### config.mk
export PLATFORM = sky130hd
export DESIGN_NAME = pc_fetch_sequencer_flat
export DESIGN_NICKNAME = d
export VERILOG_FILES = /design/src/rtl/pc_fetch_sequencer_pkg.sv /design/src/rtl/pc_fetch_sequencer_if.sv /design/src/rtl/pc_fetch_sequencer.sv /design/src/flat_wrapper.sv
export SDC_FILE = /design/constraint.sdc
export NUM_CORES = 1
export LEC_CHECK = 0
export CORE_UTILIZATION = 47
export CTS_CLUSTER_SIZE = 10
export DETAILED_ROUTE_END_ITERATION = 10
export PLACE_DENSITY = 0.88
export SLEW_MARGIN = 20
export SYNTH_ARGS = -nofsm -noshare
export SYNTH_HDL_FRONTEND = slang
export SYNTH_SLANG_ARGS = --single-unit
### constraint.sdc
create_clock -name clk -period 4.6 [get_ports clk]
set_input_delay 0.69 -clock clk [delete_from_list [all_inputs] [get_ports clk]]
set_output_delay 0.69 -clock clk [all_outputs]
set_load 0.02 [all_outputs]
### src/rtl/pc_fetch_sequencer_pkg.sv
`default_nettype none
// ============================================================================
//  Module   : pc_seq_pkg
//  Purpose  : Shared constants and state encoding for the fetch sequencer.
//  Revision : 1.0 - initial release
// ============================================================================
package pc_seq_pkg;

  // Default vectors and sequential step size
  localparam logic [31:0] c_RESET_VECTOR = 32'h0000_0000;
  localparam logic [31:0] c_TRAP_VECTOR  = 32'h0000_0100;
  localparam logic [31:0] c_INSTR_BYTES  = 32'd4;

  // Fetch controller state encoding
  localparam logic [2:0] c_ST_BOOT  = 3'd0;
  localparam logic [2:0] c_ST_FETCH = 3'd1;
  localparam logic [2:0] c_ST_ISSUE = 3'd2;
  localparam logic [2:0] c_ST_DRAIN = 3'd3;
  localparam logic [2:0] c_ST_IDLE  = 3'd4;

  typedef enum logic [2:0] {
    S_BOOT  = c_ST_BOOT,
    S_FETCH = c_ST_FETCH,
    S_ISSUE = c_ST_ISSUE,
    S_DRAIN = c_ST_DRAIN,
    S_IDLE  = c_ST_IDLE
  } state_t;

endpackage
`default_nettype wire

### src/rtl/pc_fetch_sequencer_if.sv
`default_nettype none
// ============================================================================
//  Module   : pc_fetch_sequencer_if
//  Purpose  : Instruction-memory request/ack port and decode valid/ready port.
//  Revision : 1.0 - initial release
// ============================================================================
interface pc_fetch_sequencer_if;

  // Instruction memory side
  logic        imem_req;
  logic [31:0] imem_addr;
  logic        imem_ack;
  logic [31:0] imem_rdata;

  // Decode side
  logic [31:0] instr;
  logic [31:0] instr_pc;
  logic        instr_valid;
  logic        instr_ready;

  // Fetch sequencer drives requests and instructions
  modport master (
    output imem_req, imem_addr,
    input  imem_ack, imem_rdata,
    output instr, instr_pc, instr_valid,
    input  instr_ready
  );

  // Memory / decode environment
  modport slave (
    input  imem_req, imem_addr,
    output imem_ack, imem_rdata,
    input  instr, instr_pc, instr_valid,
    output instr_ready
  );

endinterface
`default_nettype wire

### src/rtl/pc_fetch_sequencer.sv
`default_nettype none
// ============================================================================
//  Module   : pc_fetch_sequencer
//  Purpose  : Fetch-stage controller. Sequences the PC register, runs a
//             single-outstanding imem handshake and hands fetched words to
//             decode. Handles redirects, traps and counts delivered words.
//  Revision : 1.0 - initial release
// ============================================================================
module pc_fetch_sequencer
  import pc_seq_pkg::*;
#(
  parameter logic [31:0] RESET_VECTOR = c_RESET_VECTOR,
  parameter logic [31:0] TRAP_VECTOR  = c_TRAP_VECTOR,
  parameter logic [31:0] INSTR_BYTES  = c_INSTR_BYTES
) (
  input  logic                        clk,
  input  logic                        res,
  input  logic [31:0]                 pc_cur,
  output logic [31:0]                 pc_next,
  output logic                        pc_write,
  pc_fetch_sequencer_if.master        bus,
  input  logic                        redirect_valid,
  input  logic [31:0]                 redirect_target,
  input  logic                        trap,
  output logic                        misalign_err,
  input  logic                        halt,
  output logic [31:0]                 fetch_count
);

  state_t      r_state;
  state_t      w_state_nxt;
  logic [31:0] r_instr;
  logic [31:0] r_instr_pc;
  logic        r_instr_valid;
  logic [31:0] r_fetch_count;
  logic [31:0] r_drain_addr;

  logic        w_flush;
  logic        w_misalign;
  logic [31:0] w_flush_pc;
  logic        w_req;
  logic        w_accept;
  logic [31:0] w_seq_pc;
  logic        w_pc_write;
  logic [31:0] w_pc_next;
  logic        w_load_instr;
  logic        w_count_en;

  // A redirect or trap is honoured everywhere except the boot cycle
  assign w_flush    = (r_state != S_BOOT) && (trap || redirect_valid);
  assign w_misalign = (r_state != S_BOOT) && !trap && redirect_valid &&
                      (redirect_target[1:0] != 2'b00);
  assign w_flush_pc = (trap || w_misalign) ? TRAP_VECTOR : redirect_target;
  assign w_req      = (r_state == S_FETCH) || (r_state == S_DRAIN);
  assign w_accept   = (r_state == S_ISSUE) && r_instr_valid && bus.instr_ready;
  assign w_seq_pc   = pc_cur + INSTR_BYTES;

  // Next-state and PC-write decode; flush overrides the sequential path
  always_comb begin
    w_state_nxt  = r_state;
    w_pc_write   = 1'b0;
    w_pc_next    = 32'h0;
    w_load_instr = 1'b0;
    w_count_en   = 1'b0;
    case (r_state)
      S_BOOT: begin
        w_pc_write  = 1'b1;
        w_pc_next   = RESET_VECTOR;
        w_state_nxt = halt ? S_IDLE : S_FETCH;
      end
      S_FETCH: begin
        if (bus.imem_ack) begin
          w_pc_write   = 1'b1;
          w_pc_next    = w_seq_pc;
          w_load_instr = 1'b1;
          w_state_nxt  = S_ISSUE;
        end
      end
      S_ISSUE: begin
        if (w_accept) begin
          w_count_en  = 1'b1;
          w_state_nxt = halt ? S_IDLE : S_FETCH;
        end
      end
      S_IDLE: begin
        if (!halt) w_state_nxt = S_FETCH;
      end
      S_DRAIN: begin
        if (bus.imem_ack) w_state_nxt = S_FETCH;
      end
      default: w_state_nxt = S_BOOT;
    endcase
    if (w_flush) begin
      w_pc_write   = 1'b1;
      w_pc_next    = w_flush_pc;
      w_load_instr = 1'b0;
      w_count_en   = 1'b0;
      if (w_req && !bus.imem_ack)
        w_state_nxt = S_DRAIN;     // request still in flight, must swallow its ack
      else if (w_req)
        w_state_nxt = S_FETCH;     // in-flight data arrives now and is dropped
      else
        w_state_nxt = halt ? S_IDLE : S_FETCH;
    end
  end

  // State register
  always_ff @(posedge clk or negedge res) begin
    if (!res) r_state <= S_BOOT;
    else      r_state <= w_state_nxt;
  end

  // Decode-side instruction register and its valid flag
  always_ff @(posedge clk or negedge res) begin
    if (!res) begin
      r_instr       <= 32'h0;
      r_instr_pc    <= 32'h0;
      r_instr_valid <= 1'b0;
    end else if (w_load_instr) begin
      r_instr       <= bus.imem_rdata;
      r_instr_pc    <= pc_cur;
      r_instr_valid <= 1'b1;
    end else if (w_flush || w_count_en) begin
      r_instr_valid <= 1'b0;
    end
  end

  // Delivered-instruction counter, wraps naturally
  always_ff @(posedge clk or negedge res) begin
    if (!res)            r_fetch_count <= 32'h0;
    else if (w_count_en) r_fetch_count <= r_fetch_count + 32'd1;
  end

  // Holds the in-flight address so it stays put while a redirected PC drains
  always_ff @(posedge clk or negedge res) begin
    if (!res)                    r_drain_addr <= 32'h0;
    else if (r_state == S_FETCH) r_drain_addr <= pc_cur;
  end

  // Boot write is suppressed while reset is held so the PC port reads idle
  assign pc_write        = w_pc_write & res;
  assign pc_next         = res ? w_pc_next : 32'h0;
  assign misalign_err    = w_misalign;
  assign fetch_count     = r_fetch_count;
  assign bus.imem_req    = w_req;
  assign bus.imem_addr   = (r_state == S_DRAIN) ? r_drain_addr : pc_cur;
  assign bus.instr       = r_instr;
  assign bus.instr_pc    = r_instr_pc;
  assign bus.instr_valid = r_instr_valid;

endmodule
`default_nettype wire

### src/flat_wrapper.sv
// flat-port wrapper written by rule: the top's interface ports become plain ports
module pc_fetch_sequencer_flat import pc_seq_pkg::*;
#(
  parameter logic [31:0] RESET_VECTOR = c_RESET_VECTOR,
  parameter logic [31:0] TRAP_VECTOR  = c_TRAP_VECTOR,
  parameter logic [31:0] INSTR_BYTES  = c_INSTR_BYTES
)
  (clk, res, pc_cur, pc_next, pc_write, redirect_valid, redirect_target, trap, misalign_err, halt, fetch_count, bus_imem_req, bus_imem_addr, bus_imem_ack, bus_imem_rdata, bus_instr, bus_instr_pc, bus_instr_valid, bus_instr_ready);
  pc_fetch_sequencer_if bus_i ();
  input  logic clk;
  input  logic res;
  input  logic [31:0] pc_cur;
  output logic [31:0] pc_next;
  output logic pc_write;
  input  logic redirect_valid;
  input  logic [31:0] redirect_target;
  input  logic trap;
  output logic misalign_err;
  input  logic halt;
  output logic [31:0] fetch_count;
  output wire logic [$bits(bus_i.imem_req)-1:0] bus_imem_req;
  output wire logic [$bits(bus_i.imem_addr)-1:0] bus_imem_addr;
  input wire logic [$bits(bus_i.imem_ack)-1:0] bus_imem_ack;
  input wire logic [$bits(bus_i.imem_rdata)-1:0] bus_imem_rdata;
  output wire logic [$bits(bus_i.instr)-1:0] bus_instr;
  output wire logic [$bits(bus_i.instr_pc)-1:0] bus_instr_pc;
  output wire logic [$bits(bus_i.instr_valid)-1:0] bus_instr_valid;
  input wire logic [$bits(bus_i.instr_ready)-1:0] bus_instr_ready;
  assign bus_imem_req = bus_i.imem_req;
  assign bus_imem_addr = bus_i.imem_addr;
  assign bus_i.imem_ack = bus_imem_ack;
  assign bus_i.imem_rdata = bus_imem_rdata;
  assign bus_instr = bus_i.instr;
  assign bus_instr_pc = bus_i.instr_pc;
  assign bus_instr_valid = bus_i.instr_valid;
  assign bus_i.instr_ready = bus_instr_ready;
  pc_fetch_sequencer #(.RESET_VECTOR(RESET_VECTOR), .TRAP_VECTOR(TRAP_VECTOR), .INSTR_BYTES(INSTR_BYTES)) u_core (.clk(clk), .res(res), .pc_cur(pc_cur), .pc_next(pc_next), .pc_write(pc_write), .bus(bus_i), .redirect_valid(redirect_valid), .redirect_target(redirect_target), .trap(trap), .misalign_err(misalign_err), .halt(halt), .fetch_count(fetch_count));
endmodule
==> impl_metrics.yaml <==
synth:
  syn_area_mm2: 0.00662
  netlist_top_cells_count: "nand2_1, dfrtp_1, mux2_2"
  synth_area_leaders: "dfrtp_1, nand2_1, mux2_2, xnor2_1, o21ai_0"
  synthDistinctLibCells: 40
  seq_area_frac_synth_pct: 49.9
  synth_top_area_share_pct: 49.9
  async_flop_share_pct: 100
  synth_area_per_cell_um2: 9.45
  synth_seq_cells: 132
  yosysWarningCount: 0
  yosysMostFrequentCell: "nand2_1"
  synth_ff_type: "dfrtp_1"
  syn_inst: 700
  yosysTopAreaCell: "dfrtp_1"
  synth-edff-count: 0
  syn-num-nets: 805
global_routing:
  grt_pass1_wl_mm: 31.9
  grt_overflow: 0
  grt_use_total_pct: 28.4
  grt_max_degree: 62
  grt_pass1_vias: 6176
  antenna_found_initial: 0
critical_path:
  path_max_fanout: 8
  rr_worst_depth: 6
  start_kind: "input pin"
  cpMostUsedCell: "clkdlybuf4s50_1"
  r2r-start: "u_core.r_state[0]"
  cp_top_family: "buffers and inverters"
  cp.arrival_ps: 3660
  crit_cells: 8
  r2r_slack_ps: 2170
  crit_buf_inv: 2
  critPathSlowestCell: "or4_1"
  critPathMaxStageDelay_ps: 740
  reg2reg_to: "u_core.bus.instr_pc[27]"
  path_cells: "clkdlybuf4s50_1 > ha_1 > nand4_1 > or4_1 > nor3_1 > xnor2_1 > o21ai_0 > clkdlybuf4s50_1"
  worst_ep_required_time_ps: 3910
  crit_path_end_kind: "output port"
  criticalPathCategory: "in -> out"
detailed_routing:
  dr.pass1.iters: 6
  initialDrtViolationCount: 396
  detail-route-antenna-nets: 0
  num_vias: 6133
  via_per_inst: 5.32
  drc_errors: 0
  wl_mm: 20.2
  route.detailed.wl_per_inst_um: 17.5
layout:
  final_nets: 1068
  syn_to_final_growth_pct: 53.4
  fill_cells: 932
  drive_above_1_share_pct: 12.1
  num_antenna_cells: 0
pwr:
  power_density_mw_per_mm2: 527
  intPower_mw: 3.61
  power_frac_seq_pct: 34.0
  total_leakage_power_nw: 4.38
  ir_drop_mv: 0.385
  finalPower_mw: 5.35
  pwr-share-clk_pct: 29.1
  swShare_pct: 32.6
  p_switching_mw: 1.74
  pwr-share-comb_pct: 36.9
clocking:
  clkSlewWorstSetupHoldPaths_ps: 60
  cts_sinks: 132
  cts_hold_buffers: 0
  h-tree-depth: 4
  root_buffer: "clkbuf_16"
  clock_path_buffers: 2
  cts_tree: "yes"
  cts_resized: 0
  cts_buffers: 17
  clk-insertion-delay-late_ps: 420
  post-cts-setup-buffers: 0
placement:
  portBuffers: 266
  gp_congestion: 0.836
  hpwl_mm: 14.2
timing:
  finalHoldViolCount: 0
  max_slew_margin_pct: 48.2
  setup_viol: 0
  drv_slew: 0
  finalSetupTns_ps: 0
  period_needed_ps: 4350
  rsz0062_at_grt: "false"
  fmax_mhz: 230
  period_share_pct: 94.5
  tightest_slew_ps: 771
  fin_worst_skew_ps: 8.48
status:
  status: "finished clean"
run:
  maxCapViolations: 0
die:
  fp.dieArea_mm2: 0.0146
  start_util_pct: 49.0
  die_h_um: 121
  die_w_um: 121
  core_area_mm2: 0.0135
  rows: 42
  io_pins: 267
hold_path:
  hold_class: "in -> async"
## per-layer routing
| layer | part of all wire (%) | wire (um) | GRT usage, % |
|---|---|---|---|
| met1 | 40 | 8150 | 34.2 |
| met2 | 51 | 10200 | 48.3 |
| met3 | 5.9 | 1180 | 6.89 |
| met4 | 3.1 | 628 | 12.7 |
| met5 | 0 | 0 | 0 |
## worst reg2reg max path, delay by kind of cell, from the launching register on
kind          cells  cell delay, ps
buf+inv           2             790
flops             1             540
simple gates      4            1040
## logic make-up (layout without fill, tap and decap cells)
family	count (synthesis)	count (layout)	share of synthesized area (%)
xor+xnor	59	59	7.81
simple gates	349	349	24.0
flops	132	132	49.9
compound gates	51	51	4.31
buf+inv	42	318	2.51
mux	65	65	11.1
fa+ha+maj	2	2	0.378
## how the worst max path moves through the flow
stage                   start     endpoint  slack [ps]
floorplan           pc_cur[2]  pc_next[30]        1500
global placement    pc_cur[3]  pc_next[24]         360
detailed placement  pc_cur[3]  pc_next[22]         260
CTS                 pc_cur[3]  pc_next[22]         260
global route        pc_cur[3]  pc_next[22]         110
finish              pc_cur[3]  pc_next[22]         250
## power by group through the flow
stage	logic, mW	registers, mW	clock network, mW
after floorplan	0.745	2.08	0
after global placement	1.94	1.80	0
after detailed placement	1.98	1.82	0
after CTS	2.00	1.82	1.57
after global routing	2.12	1.87	1.62
final	1.98	1.82	1.56
## sequential cells by signal, indices dropped and copies added (netlist names)
name / cells
u_core.r_state: 3
u_core.bus.instr_pc: 32
u_core.fetch_count: 32
u_core.bus.instr_valid: 1
u_core.r_drain_addr: 32
u_core.bus.instr: 32
## layout by cell type, fill, tap and decap left out, types with 6 or more instances in the layout
master | synthesis | routed
a22oi_1 | 7 | 7
and3_1 | 12 | 11
buf_4 | 0 | 11
bufinv_16 | 0 | 6
clkbuf_16 | 0 | 17
clkdlybuf4s50_1 | 0 | 265
dfrtp_1 | 132 | 132
inv_1 | 9 | 9
mux2_2 | 65 | 65
nand2_1 | 229 | 229
nand3_1 | 21 | 20
nand4_1 | 14 | 14
nor2_1 | 21 | 21
nor2b_1 | 8 | 8
nor3_1 | 18 | 18
o21ai_0 | 31 | 31
xnor2_1 | 46 | 46
xor2_1 | 13 | 13
## through the flow
stage               area, um^2  instances  worst slack [ps]  util [%]  hold slack [ps]
CTS                      10200       1152               256      75.2              190
floorplan                 6620        700              1500         -              394
global placement          9470       1120               359      70.1              457
detailed placement        9470       1120               262      70.1              461
global route             10200       1152               109      75.2              198
finish                   10200       1152               254      75.2              179
## cell type report
class                      count  area [um^2]  area share, %
timing repair buffer         277         2750           27.1
clock inverter                12          226           2.23
tap                          176          220           2.17
multi-input combinational    526         3170           31.2
inverter                       9         33.8          0.333
sequential                   132         3300           32.5
clock buffer                  20          457           4.50
No activity file was read; power rests on OpenSTA's default activity.
